<file path="src/rtl/regfile_writeback_arbiter.sv">
// Sequences ALU and buffered load/store results onto the single register-file write port, with a RAW pending scoreboard.
// Latency: 1 cycle, grant to rf_* outputs. Backpressure: alu_ready only when granted; lsu_ready drops while the FIFO is full.
module regfile_writeback_arbiter #(
    parameter  int WORD            = 32,
    parameter  int REGISTER_NUMBER = 32,
    parameter  int FIFO_DEPTH      = 4,
    localparam int RW              = $clog2(REGISTER_NUMBER),
    localparam int CW              = $clog2(FIFO_DEPTH) + 1
) (
    input  logic                       clk,
    input  logic                       reset,
    input  logic                       alu_valid,
    input  logic [RW-1:0]              alu_rd,
    input  logic [WORD-1:0]            alu_data,
    output logic                       alu_ready,
    input  logic                       lsu_valid,
    input  logic [RW-1:0]              lsu_rd,
    input  logic [WORD-1:0]            lsu_data,
    output logic                       lsu_ready,
    input  logic                       issue_mark,
    input  logic [RW-1:0]              issue_rd,
    output logic [REGISTER_NUMBER-1:0] pending,
    output logic                       rf_write_enable,
    output logic [RW-1:0]              rf_write_select,
    output logic [WORD-1:0]            rf_data_in,
    output logic [CW-1:0]              fifo_count
);

    localparam int PW = $clog2(FIFO_DEPTH);

    typedef struct packed {
        logic [RW-1:0]   rd;
        logic [WORD-1:0] data;
    } wb_entry_t;

    wb_entry_t                  mem_q [FIFO_DEPTH];
    wb_entry_t                  mem_d [FIFO_DEPTH];
    logic [PW-1:0]              wr_ptr_q, wr_ptr_d;
    logic [PW-1:0]              rd_ptr_q, rd_ptr_d;
    logic [CW-1:0]              count_q, count_d;
    logic [REGISTER_NUMBER-1:0] pending_q, pending_d;
    logic                       we_q, we_d;
    logic [RW-1:0]              sel_q, sel_d;
    logic [WORD-1:0]            data_q, data_d;

    logic      fifo_full;
    logic      fifo_empty;
    logic      push;
    logic      grant_fifo;
    logic      grant_alu;
    logic      grant;
    wb_entry_t winner;

    // A full FIFO takes priority so the load path can never be starved by a busy ALU.
    assign fifo_full  = (count_q == CW'(FIFO_DEPTH));
    assign fifo_empty = (count_q == '0);
    assign push       = lsu_valid && !fifo_full;
    assign grant_fifo = fifo_full || (!alu_valid && !fifo_empty);
    assign grant_alu  = alu_valid && !fifo_full;
    assign grant      = grant_fifo || grant_alu;
    assign winner     = grant_fifo ? mem_q[rd_ptr_q] : {alu_rd, alu_data};

    always_comb begin
        mem_d = mem_q;
        if (push) begin
            mem_d[wr_ptr_q] = {lsu_rd, lsu_data};
        end
        wr_ptr_d = push       ? wr_ptr_q + PW'(1) : wr_ptr_q;
        rd_ptr_d = grant_fifo ? rd_ptr_q + PW'(1) : rd_ptr_q;
        case ({push, grant_fifo})
            2'b10:   count_d = count_q + CW'(1);
            2'b01:   count_d = count_q - CW'(1);
            default: count_d = count_q;
        endcase

        we_d   = grant && (winner.rd != '0);
        sel_d  = grant ? winner.rd   : sel_q;
        data_d = grant ? winner.data : data_q;

        // Clear first, then set, so a same-cycle reservation survives the retiring write.
        pending_d = pending_q;
        if (grant && (winner.rd != '0)) begin
            pending_d[winner.rd] = 1'b0;
        end
        if (issue_mark && (issue_rd != '0)) begin
            pending_d[issue_rd] = 1'b1;
        end
        pending_d[0] = 1'b0;
    end

    always_ff @(posedge clk) begin
        if (reset) begin
            wr_ptr_q  <= '0;
            rd_ptr_q  <= '0;
            count_q   <= '0;
            pending_q <= '0;
            we_q      <= 1'b0;
            sel_q     <= '0;
            data_q    <= '0;
        end else begin
            wr_ptr_q  <= wr_ptr_d;
            rd_ptr_q  <= rd_ptr_d;
            count_q   <= count_d;
            pending_q <= pending_d;
            we_q      <= we_d;
            sel_q     <= sel_d;
            data_q    <= data_d;
        end
    end

    // Storage is qualified by the pointers and count, so it needs no reset.
    always_ff @(posedge clk) begin
        mem_q <= mem_d;
    end

    assign alu_ready       = grant_alu;
    assign lsu_ready       = !fifo_full;
    assign fifo_count      = count_q;
    assign pending         = pending_q;
    assign rf_write_enable = we_q;
    assign rf_write_select = sel_q;
    assign rf_data_in      = data_q;

endmodule
</file>
<file path="config.mk">
export PLATFORM = sky130hd
export DESIGN_NAME = regfile_writeback_arbiter
export DESIGN_NICKNAME = d
export VERILOG_FILES = /design/src/rtl/regfile_writeback_arbiter.sv
export SDC_FILE = /design/constraint.sdc
export NUM_CORES = 1
export LEC_CHECK = 0
export BUFFER_PORTS_ARGS = -buffer_cell sky130_fd_sc_hd__buf_2
export CAP_MARGIN = 20
export CELL_PAD_IN_SITES_DETAIL_PLACEMENT = 0
export CELL_PAD_IN_SITES_GLOBAL_PLACEMENT = 1
export CORE_MARGIN = 4
export CORE_UTILIZATION = 30
export CTS_CLUSTER_SIZE = 30
export DETAILED_ROUTE_END_ITERATION = 10
export PLACE_DENSITY_LB_ADDON = 0.25
export SLEW_MARGIN = 20
export SYNTH_ARGS = -nofsm -noshare
export SYNTH_HDL_FRONTEND = slang
export SYNTH_SLANG_ARGS = --single-unit
</file>
<file path="constraint.sdc">
create_clock -name clk -period 2.76 [get_ports clk]
set_input_delay 0.414 -clock clk [delete_from_list [all_inputs] [get_ports clk]]
set_output_delay 0.414 -clock clk [all_outputs]
set_load 0.02 [all_outputs]
</file>
==> impl_metrics.env <==
export IMPL_ctsResizeCount=0
export IMPL_regArea_um2=5968
export IMPL_dr_pass1_iters=5
export IMPL_arrival_ps=2790
export IMPL_wl_met1_um=10630
export IMPL_drive_gt1_share_pct=29.43
export IMPL_clock_sinks=224
export IMPL_yosysUniqueCellTypes=43
export IMPL_min_delay_start="lsu_data[9]"
export IMPL_antenna_found_initial=7
export IMPL_worstMarginPinSlew_ps=1170
export IMPL_final_area_um2=11300
export IMPL_grt_pass1_wl_um=37460
export IMPL_wirelength_um=24480
export IMPL_reg2reg_slack_ps=420
export IMPL_cp_slowest_stage_delay_ps=490
export IMPL_final_cell_mix="157 x buf_2, 148 x edfxtp_1, 104 x nand2_1"
export IMPL_cts_tree="built"
export IMPL_powerDensity_nw_per_um2=1007
export IMPL_post_route_period_util_pct=84.90
export IMPL_outcome="complete, no violations"
export IMPL_hold_violations=0
export IMPL_grt_max_degree=72
export IMPL_floorplan_initialDensity_pct=30.79
export IMPL_drt_iter0_drc=398
export IMPL_vias=6264
export IMPL_ys_ff_latch=224
export IMPL_required_ps=3210
export IMPL_die_height_um=183.3
export IMPL_place_inst=1225
export IMPL_synth_area_leaders="edfxtp_1 48%, dfxtp_1 16%, mux4_2 8.5%"
export IMPL_dr_wl_met3_um=2018
export IMPL_rows=63
export IMPL_endpoint_kind="flop"
export IMPL_clockRootBuffer="clkbuf_16"
export IMPL_place_congestion=0.7739
export IMPL_vias_per_cell=4.932
export IMPL_grt_pass1_vias=6289
export IMPL_fin_worst_hold_slack_ps=108.7
export IMPL_synth_top_area_share_pct=48.18
export IMPL_setup_tns_ps=0
export IMPL_hold_depth=1
export IMPL_worst_slack_ps=416.8
export IMPL_wl_per_cell_um=19.28
export IMPL_layout_commonest_cell="buf_2"
export IMPL_nets=952
export IMPL_dpl_cell_area_um2=10500
export IMPL_cts_buffers=25
export IMPL_h_tree_depth=1
export IMPL_n_antenna_cell=0
export IMPL_dpl_hpwl_um=16300
export IMPL_p_leak_uw=0.004234
export IMPL_yosys_area_top_type="edfxtp_1"
export IMPL_rsz0062_at_grt="no"
export IMPL_synth_fp_nets=796
export IMPL_ir_drop_v=0.0004364
export IMPL_cts_hold_buf=0
export IMPL_clk_pin_slew_ps=60
export IMPL_maxCapViolations=0
export IMPL_yosysWarnings=0
export IMPL_maxSlewViolCount=0
export IMPL_port_buffers=157
export IMPL_slew_headroom_pct=21.90
export IMPL_holdPathEnd="mem_q[120]"
export IMPL_r2r_end="fifo_count[2]"
export IMPL_setup_viol=0
export IMPL_core_area_um2=29950
export IMPL_clock_path_buffers=3
export IMPL_fmax_mhz=426.8
export IMPL_top_layer="met5"
export IMPL_gr_total_overflow=0
export IMPL_avgSynthCellArea_um2=13.06
export IMPL_drcViolationCount=0
export IMPL_fin_skew_ps=10.73
export IMPL_die_w_um=183.3
export IMPL_post_cts_buffers=0
export IMPL_netlist_area_um2=9224
export IMPL_die_area_um2=33620
export IMPL_ys_seq_area_share_pct=64.68
export IMPL_pre_cts_ws_ps=423.3
export IMPL_clkLatencyLatePin_ps=520
export IMPL_hp_class="in2reg"
export IMPL_start_kind="flop"
export IMPL_ios=159
export IMPL_syn_inst=706
export IMPL_fin_cells=1270
export IMPL_gr_usage_all_layers_pct=14.21
export IMPL_min_period_ps=2343
export IMPL_r2r_start="fifo_count[2]"
export IMPL_critPathKind="reg2reg"
export IMPL_dr_wl_met2_um=11510
export IMPL_cp_cell_sequence="or3b_2 > nand2_1 > ha_1 > inv_1 > fa_1 > xor2_1 > or3_1 > a21oi_1"
export IMPL_fill_cells=2931
export IMPL_critPathSlowestCell="or3b_2"
export IMPL_cp_max_fo=8
export IMPL_multi_input_area_um2=3017
export IMPL_antenna_left=0
export IMPL_worstRegToRegCells=8
export IMPL_area_delta_synth_final_pct=22.56
==> flip-flops by register name (all words and copies together), names as in the netlist <==
| register | count |
|---|---|
| mem_q | 148 |
| fifo_count | 3 |
| rf_write_enable | 1 |
| rd_ptr_q | 2 |
| pending | 31 |
| rf_data_in | 32 |
| wr_ptr_q | 2 |
| rf_write_select | 5 |
==> synthesized netlist by cell type (all sizes together) <==
cell,count
nor3,4
o211ai,33
nor2,49
and2,1
or3,4
or4,2
dfxtp,76
and3,4
nand2,105
o21a,1
ha,5
conb,1
a311oi,34
xnor2,2
edfxtp,148
a31oi,1
o21ai,3
nor2b,31
and3b,1
inv,11
nand3,67
nand4,1
or2,1
nor3b,2
mux4,37
xor2,3
nor4,1
fa,1
o31ai,1
a21oi,7
buf,21
a211oi,3
clkbuf,27
o2111ai,10
or3b,1
or4b,2
nand2b,5
==> critical path: cells and delay by family (launching register included) <==
kind	cells	cell delay, ps
AO/OA/AOI/OAI	1	130
XOR/XNOR	1	150
adder cells (fa/ha/maj)	2	560
buffers and inverters	1	60
flip-flops	1	440
AND/OR/NAND/NOR	3	930
==> layout make-up <==
class	count	share of cell area [%]
Sequential cell	224	52.79
Multi-Input combinational cell	423	26.69
Timing Repair Buffer	177	8.722
Clock buffer	33	5.800
Tap cell	390	4.317
Clock inverter	12	1.317
Inverter	11	0.3652
==> how the worst max path moves through the flow <==
stage                  start            end  slack (ps)  depth (start not counted)
2_1_floorplan  fifo_count[0]  fifo_count[2]          20                         12
3_3_place_gp   fifo_count[2]  fifo_count[2]         440                          8
3_5_place_dp   fifo_count[2]  fifo_count[2]         420                          8
4_1_cts        fifo_count[2]  fifo_count[2]         410                          8
5_1_grt        fifo_count[2]  fifo_count[2]         270                          8
6_report       fifo_count[2]  fifo_count[2]         420                          8
==> where the power goes <==
part	internal, uW	switching, uW	leakage [uW]
Sequential	4130	270	0.00198
Combinational	1320	2390	0.00187
Clock	1960	1320	0.000384
==> metrics by stage <==
step | total power [uW] | util [%]
after CTS | 11610 | 37.74
after global routing | 12140 | 37.74
after floorplan | 6995 | -
after global placement | 8257 | 35.05
final | 11380 | 37.74
after detailed placement | 8274 | 35.05
==> kinds of logic after synthesis <==
| logic type | count (synthesis) | share of synthesized area [%] |
|---|---|---|
| and+or+nand+nor | 281 | 14.13 |
| adders and majority gates | 6 | 0.8953 |
| DFF | 224 | 64.68 |
| xor gates and xnor gates | 5 | 0.4749 |
| other | 1 | 0.04066 |
| muxes | 37 | 9.116 |
| buffers and inverters | 59 | 2.686 |
| AOI/OAI and AO/OA | 93 | 7.976 |
==> metal layers <==
| metal | track usage (%) | up-vias |
|---|---|---|
| li1 | - | 2993 |
| met1 | 19.16 | 3030 |
| met2 | 23.19 | 192 |
| met3 | 4.344 | 35 |
| met4 | 2.265 | 14 |
| met5 | 0 | - |
(Power assumes the default switching activity.)
